--- config.mk ---
export PLATFORM = sky130hd
export DESIGN_NAME = leaf_pe_adapter
export DESIGN_NICKNAME = d
export VERILOG_FILES = /design/src/rtl/leaf_pe_adapter_pkg.sv /design/src/rtl/noc_sync_fifo.sv /design/src/rtl/leaf_pe_adapter.sv
export SDC_FILE = /design/constraint.sdc
export NUM_CORES = 1
export LEC_CHECK = 0
export BUFFER_PORTS_ARGS = -buffer_cell sky130_fd_sc_hd__buf_2
export CORE_MARGIN = 2
export CORE_UTILIZATION = 50
export CTS_BUF_LIST = sky130_fd_sc_hd__clkbuf_8
export CTS_CLUSTER_SIZE = 10
export DETAILED_ROUTE_END_ITERATION = 10
export GPL_TIMING_DRIVEN = 0
export PLACE_DENSITY_LB_ADDON = 0.08
export SYNTH_ARGS = -nofsm -noshare
export SYNTH_HDL_FRONTEND = slang
export SYNTH_HIERARCHICAL = 1
export SYNTH_SLANG_ARGS = --single-unit
--- constraint.sdc ---
create_clock -name i_clk -period 2.4 [get_ports i_clk]
set_input_delay 0 -clock i_clk [delete_from_list [all_inputs] [get_ports i_clk]]
set_output_delay 0 -clock i_clk [all_outputs]
set_load 0.02 [all_outputs]
--- src/rtl/leaf_pe_adapter_pkg.sv ---
// Shared flit-format definitions for the B-tree NoC leaf adapters and switches.
// A flit is {dest[AddrWidth-1:0], payload[DataWidth-AddrWidth-1:0]}.
package leaf_pe_adapter_pkg;

    localparam int DEF_DATA_WIDTH = 36;
    localparam int DEF_ADDR_WIDTH = 4;
    localparam int DEF_FIFO_DEPTH = 4;

    function automatic int flitDestMsb(input int dataWidth);
        return dataWidth - 1;
    endfunction

    function automatic int payloadWidth(input int dataWidth, input int addrWidth);
        return dataWidth - addrWidth;
    endfunction

endpackage

--- src/rtl/noc_sync_fifo.sv ---
// Single-clock FIFO with the head presented straight from storage and full/empty flags.
// Push while full is honoured only when a pop frees the head slot in the same cycle.
module noc_sync_fifo #(
    parameter int Width = 36,
    parameter int Depth = 4
) (
    input  logic             clk,
    input  logic             resetN,
    input  logic             push,
    input  logic [Width-1:0] pushData,
    input  logic             pop,
    output logic [Width-1:0] head,
    output logic             full,
    output logic             empty
);

    localparam int PtrW = $clog2(Depth);
    localparam int CntW = PtrW + 1;

    logic [Width-1:0] mem [Depth];
    logic [PtrW-1:0]  wrPtr;
    logic [PtrW-1:0]  rdPtr;
    logic [CntW-1:0]  count;
    logic             doPush;
    logic             doPop;

    assign doPop  = pop && !empty;
    assign doPush = push && (!full || doPop);

    assign full  = (count == CntW'(Depth));
    assign empty = (count == '0);
    assign head  = mem[rdPtr];

    always_ff @(posedge clk) begin
        if (doPush) begin
            mem[wrPtr] <= pushData;
        end
    end

    // Depth is a power of two, so pointers wrap by natural overflow.
    always_ff @(posedge clk or negedge resetN) begin
        if (!resetN) begin
            wrPtr <= '0;
            rdPtr <= '0;
            count <= '0;
        end else begin
            if (doPush) begin
                wrPtr <= wrPtr + PtrW'(1);
            end
            if (doPop) begin
                rdPtr <= rdPtr + PtrW'(1);
            end
            case ({doPush, doPop})
                2'b10:   count <= count + CntW'(1);
                2'b01:   count <= count - CntW'(1);
                default: count <= count;
            endcase
        end
    end

endmodule

--- src/rtl/leaf_pe_adapter.sv ---
// PE-side network interface for one leaf port of the B-tree NoC: packs/unpacks flits,
// buffers both directions, loops self-addressed traffic back and drops misrouted flits.
module leaf_pe_adapter
    import leaf_pe_adapter_pkg::*;
#(
    parameter int DataWidth = DEF_DATA_WIDTH,
    parameter int AddrWidth = DEF_ADDR_WIDTH,
    parameter int MyAddr    = 0,
    parameter int FifoDepth = DEF_FIFO_DEPTH
) (
    input  logic                           i_clk,
    input  logic                           i_reset,
    input  logic [DataWidth-AddrWidth-1:0] i_pe_tx_payload,
    input  logic [AddrWidth-1:0]           i_pe_tx_dest,
    input  logic                           i_pe_tx_valid,
    output logic                           o_pe_tx_ready,
    output logic [DataWidth-AddrWidth-1:0] o_pe_rx_payload,
    output logic                           o_pe_rx_valid,
    input  logic                           i_pe_rx_ready,
    output logic [DataWidth-1:0]           o_net_data,
    output logic                           o_net_data_valid,
    input  logic                           i_net_data_ready,
    input  logic [DataWidth-1:0]           i_net_data,
    input  logic                           i_net_data_valid,
    output logic                           o_net_data_ready,
    output logic [15:0]                    o_tx_count,
    output logic [15:0]                    o_rx_count,
    output logic [7:0]                     o_err_count
);

    localparam int PayloadWidth = payloadWidth(DataWidth, AddrWidth);
    localparam int DestMsb      = flitDestMsb(DataWidth);
    localparam logic [AddrWidth-1:0] MyAddrBits = AddrWidth'(MyAddr);

    // Every channel moves a word on a cycle where valid && ready; a source keeps its
    // data stable while valid && !ready and never drops valid before the transfer.

    logic [AddrWidth-1:0]    inDest;
    logic                    inForMe;
    logic                    netAccept;
    logic                    netWrite;
    logic                    netDrop;
    logic                    txLoop;
    logic                    peAccept;
    logic                    txPush;
    logic                    rxPush;
    logic [PayloadWidth-1:0] rxPushData;
    logic                    txFull;
    logic                    txEmpty;
    logic                    rxFull;
    logic                    rxEmpty;
    logic [15:0]             txCount;
    logic [15:0]             rxCount;
    logic [7:0]              errCount;

    assign inDest  = i_net_data[DestMsb -: AddrWidth];
    assign inForMe = (inDest == MyAddrBits);
    assign txLoop  = (i_pe_tx_dest == MyAddrBits);

    // Misrouted flits never need RX space, so they are always drained.
    assign o_net_data_ready = !rxFull || !inForMe;
    assign netAccept        = i_net_data_valid && o_net_data_ready;
    assign netWrite         = netAccept && inForMe;
    assign netDrop          = netAccept && !inForMe;

    // Loopback yields the single RX write port to any inbound flit addressed to us.
    assign o_pe_tx_ready = txLoop ? (!rxFull && !(i_net_data_valid && inForMe)) : !txFull;
    assign peAccept      = i_pe_tx_valid && o_pe_tx_ready;
    assign txPush        = peAccept && !txLoop;

    assign rxPush     = netWrite || (peAccept && txLoop);
    assign rxPushData = netWrite ? i_net_data[PayloadWidth-1:0] : i_pe_tx_payload;

    noc_sync_fifo #(
        .Width(DataWidth),
        .Depth(FifoDepth)
    ) txFifo (
        .clk     (i_clk),
        .resetN  (i_reset),
        .push    (txPush),
        .pushData({i_pe_tx_dest, i_pe_tx_payload}),
        .pop     (i_net_data_ready),
        .head    (o_net_data),
        .full    (txFull),
        .empty   (txEmpty)
    );

    noc_sync_fifo #(
        .Width(PayloadWidth),
        .Depth(FifoDepth)
    ) rxFifo (
        .clk     (i_clk),
        .resetN  (i_reset),
        .push    (rxPush),
        .pushData(rxPushData),
        .pop     (i_pe_rx_ready),
        .head    (o_pe_rx_payload),
        .full    (rxFull),
        .empty   (rxEmpty)
    );

    assign o_net_data_valid = !txEmpty;
    assign o_pe_rx_valid    = !rxEmpty;

    always_ff @(posedge i_clk or negedge i_reset) begin
        if (!i_reset) begin
            txCount  <= '0;
            rxCount  <= '0;
            errCount <= '0;
        end else begin
            if (o_net_data_valid && i_net_data_ready) begin
                txCount <= txCount + 16'd1;
            end
            if (rxPush) begin
                rxCount <= rxCount + 16'd1;
            end
            if (netDrop && (errCount != 8'hFF)) begin
                errCount <= errCount + 8'd1;
            end
        end
    end

    assign o_tx_count  = txCount;
    assign o_rx_count  = rxCount;
    assign o_err_count = errCount;

endmodule
==> out/qor.yml <==
worst_hold_path:
  hold_path.class: "primary input to async pin"
detailed_routing:
  drc: 0
  drt_iter0_drc: 500
  detail_route.vias_per_cell: 5.41
  dr.pass1.iters: 5
  wl_per_cell_microns: 21.1
  dr_total_vias: 7405
  drt_wl_total_mm: 28.9
  ant_nets: 0
global_route:
  antenna_found_initial: 0
  overflow: 0
  grt_pass1_vias: 8063
  grt_pass1_wl_mm: 45.2
  grt_start_max_net_pins: 55
  grt_usage_pct: 21.3
timing:
  drv_slew: 0
  fin_crit_ns: 2.55
  worst_pin_slew_ns: 0.946
  setup_viol: 98
  setup_tns_ns: -3.34
  fin_crit_sh_pct: 106
  slew_headroom_pct: 36.9
  fin_ws_ns: -0.145
  finalHoldViolCount: 0
  rsz0062_at_grt: "true"
  fmax_mhz: 393
  finClkSkew_ns: 0.0202
final_layout:
  syn2layout_area_growth_pct: 25.1
  antenna_cells: 0
  fin_nets: 1083
  drive_above_1_share_pct: 41.7
setup_path:
  crit_top_cell: "inv_2"
  reg2reg_slack_ns: -0.15
  slowest_stage: "or3b_4"
  path_class: "flop to flop"
  crit_fanout: 6
  start_kind: "flop"
  endpoint_kind: "flop"
  max_stage_delay_ns: 0.44
  cp_cell_sequence: "or3b_4, inv_4, nor2b_2, a32oi_2, buf_6, inv_2, o21a_4, inv_2, ha_4, inv_2, fa_2, xor2_1, nor2_1, xor2_1"
  critPathRequiredTime_ns: 2.88
  cp.arrival_ns: 3.03
clock_network:
  cts-root-buf: "clkbuf_8"
  cts_buffers: 51
  path_clk_slew_ns: 0.06
  cts_sinks: 326
  tritoncts: "done"
  clock_path_buffers: 3
  clock_latency_ns: 0.58
  cts_max_level: 2
synth:
  syn-cell-area_sq_um: 13100
  synth.distinct_cells: 49
  ys_ff_latch: 326
  synth_edf_count: 272
  syn_avg_cell_area_sq_um: 20.0
  async_flop_share_pct: 16.6
  syn-instance-count: 654
  synth_nets: 746
  yosys_warnings: 6
  seq_area_frac_synth_pct: 72.9
  ys.flop_type: "edfxtp_1"
run_status:
  violations: "negative setup slack"
  status: "finished with violations"
die:
  core_area_sq_um: 25800
  dieArea_sq_um: 27400
  io_pins: 190
  fp.dieH_microns: 166
  die_w_microns: 166
  initial_core_util_pct: 50.6
  rows: 59
power:
  p_per_area_nw_per_um2: 1080
  power_leakage_nw: 6.26
  vdd_drop_max_uv: 514
job:
  drv_cap: 0
place:
  dp_slack_ns: -0.348
  dp_hpwl_mm: 18.2
  place.port_buffers: 189
  finalWeightedCongestion: 0.786
power breakdown:
part / leakage [nW] / internal (mW) / switching [mW]
Sequential: 3.16 / 7.01 / 0.362
Combinational: 2.55 / 2.61 / 3.52
Clock: 0.546 / 2.09 / 2.09
worst paths after layout:
check,end,start,cells past startpoint
worst min register to register,o_tx_count[15],o_tx_count[15],1
worst min-delay path,o_tx_count[10],i_reset,2
worst max-delay path,rxFifo/count[2],rxFifo/count[0],14
worst max register to register,rxFifo/count[2],rxFifo/count[0],14
max in group asynchronous,rxFifo/wrPtr[0],i_reset,2
min in group i_clk,o_rx_count[4],i_pe_tx_valid,5
stage by stage:
| step | cells | instance area (sq um) | power [mW] | hold WS, ns | util (%) |
|---|---|---|---|---|---|
| 2_1_floorplan | 654 | 13100 | 11.4 | -0.296 | - |
| 3_3_place_gp | 1178 | 14400 | 13.1 | 0.237 | 55.9 |
| 3_5_place_dp | 1178 | 14400 | 13.3 | 0.243 | 55.9 |
| 4_1_cts | 1363 | 16300 | 17.8 | -0.0834 | 63.0 |
| 5_1_grt | 1369 | 16300 | 18.6 | 0.0923 | 63.2 |
| 6_report | 1369 | 16300 | 17.7 | 0.0460 | 63.2 |
state kept, by name, indices dropped and copies added, names as in the netlist:
signal,count
txFifo/count,3
txFifo/wrPtr,2
o_rx_count,16
rxFifo/rdPtr,2
o_tx_count,16
rxFifo/wrPtr,2
rxFifo/mem,128
txFifo/mem,144
txFifo/rdPtr,2
rxFifo/count,3
o_err_count,8
kinds of logic (layout without fill, tap and decap cells):
family | Yosys count | count (layout) | synth area share [%]
flops | 326 | 326 | 72.9
mux | 106 | 106 | 15.0
simple gates | 100 | 100 | 4.53
compound gates | 16 | 16 | 1.28
fa+ha+maj | 14 | 14 | 1.46
buf+inv | 44 | 424 | 1.59
xor+xnor | 48 | 48 | 3.22
area by class of cell:
class / count / area [sq um]
Clock inverter: 42 / 186
Clock buffer: 54 / 743
Fill cell: 1930 / 9500
Tap cell: 335 / 419
Buffer: 23 / 145
Inverter: 21 / 81.3
Multi-Input combinational cell: 284 / 3390
Timing Repair Buffer: 284 / 1850
Sequential cell: 326 / 9520
synthesized netlist by cell type, types with 2 or more instances:
master      n  area [sq um]
fa_1        2          40.0
mux2_4      2          30.0
nand3_1    17          85.1
nand4_1     8          50.1
buf_1       3          11.3
nor3_1      9          45.0
o21ai_0     3          15.0
nand2_1    16          60.1
nor3b_1     2          15.0
clkbuf_1    4          15.0
o211ai_1    2          15.0
nand3b_1    2          15.0
nor2b_1     4          25.0
xnor2_1    20           175
nor2_1     12          45.0
buf_6       2          22.5
or3b_1      2          17.5
and2_2      8          60.1
and3_1      4          25.0
o21a_4      2          30.0
ha_1       12           150
edfxtp_1  272          8170
buf_4       4          30.0
mux4_2     68          1530
inv_1      21          78.8
dfrtp_1    54          1350
buf_2      10          50.1
nor4_4      2          42.5
mux2_2     35           394
and4_1      2          17.5
nor4_1      5          31.3
xor2_1     28           245
worst max-delay path, delay by kind of cell (launching register included):
kind | cells | cell delay [ns]
adder cells (fa/ha/maj) | 2 | 0.44
AND/OR/NAND/NOR | 3 | 0.60
AO/OA/AOI/OAI | 2 | 0.33
flip-flops | 1 | 0.39
buffers and inverters | 5 | 0.35
XOR/XNOR | 2 | 0.34
layer usage:
| metal | vias up | share of wire [%] | global-route usage, % | wire [microns] |
|---|---|---|---|---|
| met1 | 3819 | 41 | 27.0 | 11800 |
| met5 | - | 0 | 0 | 0 |
| li1 | 3283 | - | - | - |
| met3 | 53 | 5.6 | 4.73 | 1630 |
| met4 | 0 | 2.4 | 6.39 | 686 |
| met2 | 250 | 51 | 37.2 | 14800 |
repair_timing:
item | 4_1_cts | 5_1_grt
resized for setup | 17 | 6
hold buffers | 76 | 1
setup endpoints to repair | 406 | 141
setup buffers | 13 | 5
pin swaps | 6 | 4
hold endpoints to repair | 352 | 1
cells in the final DEF, fill, tap and decap left out, drive strengths merged, types with 8 or more instances in the layout:
| cell | instances |
|---|---|
| xnor2 | 20 |
| edfxtp | 272 |
| nand2 | 16 |
| dfrtp | 54 |
| nor2 | 12 |
| ha | 12 |
| nand3 | 17 |
| dlygate4sd3 | 77 |
| buf | 224 |
| clkbuf | 60 |
| clkinv | 21 |
| nand4 | 8 |
| nor3 | 9 |
| and2 | 8 |
| inv | 41 |
| mux2 | 37 |
| xor2 | 28 |
| mux4 | 68 |
(Power assumes the default switching activity.)
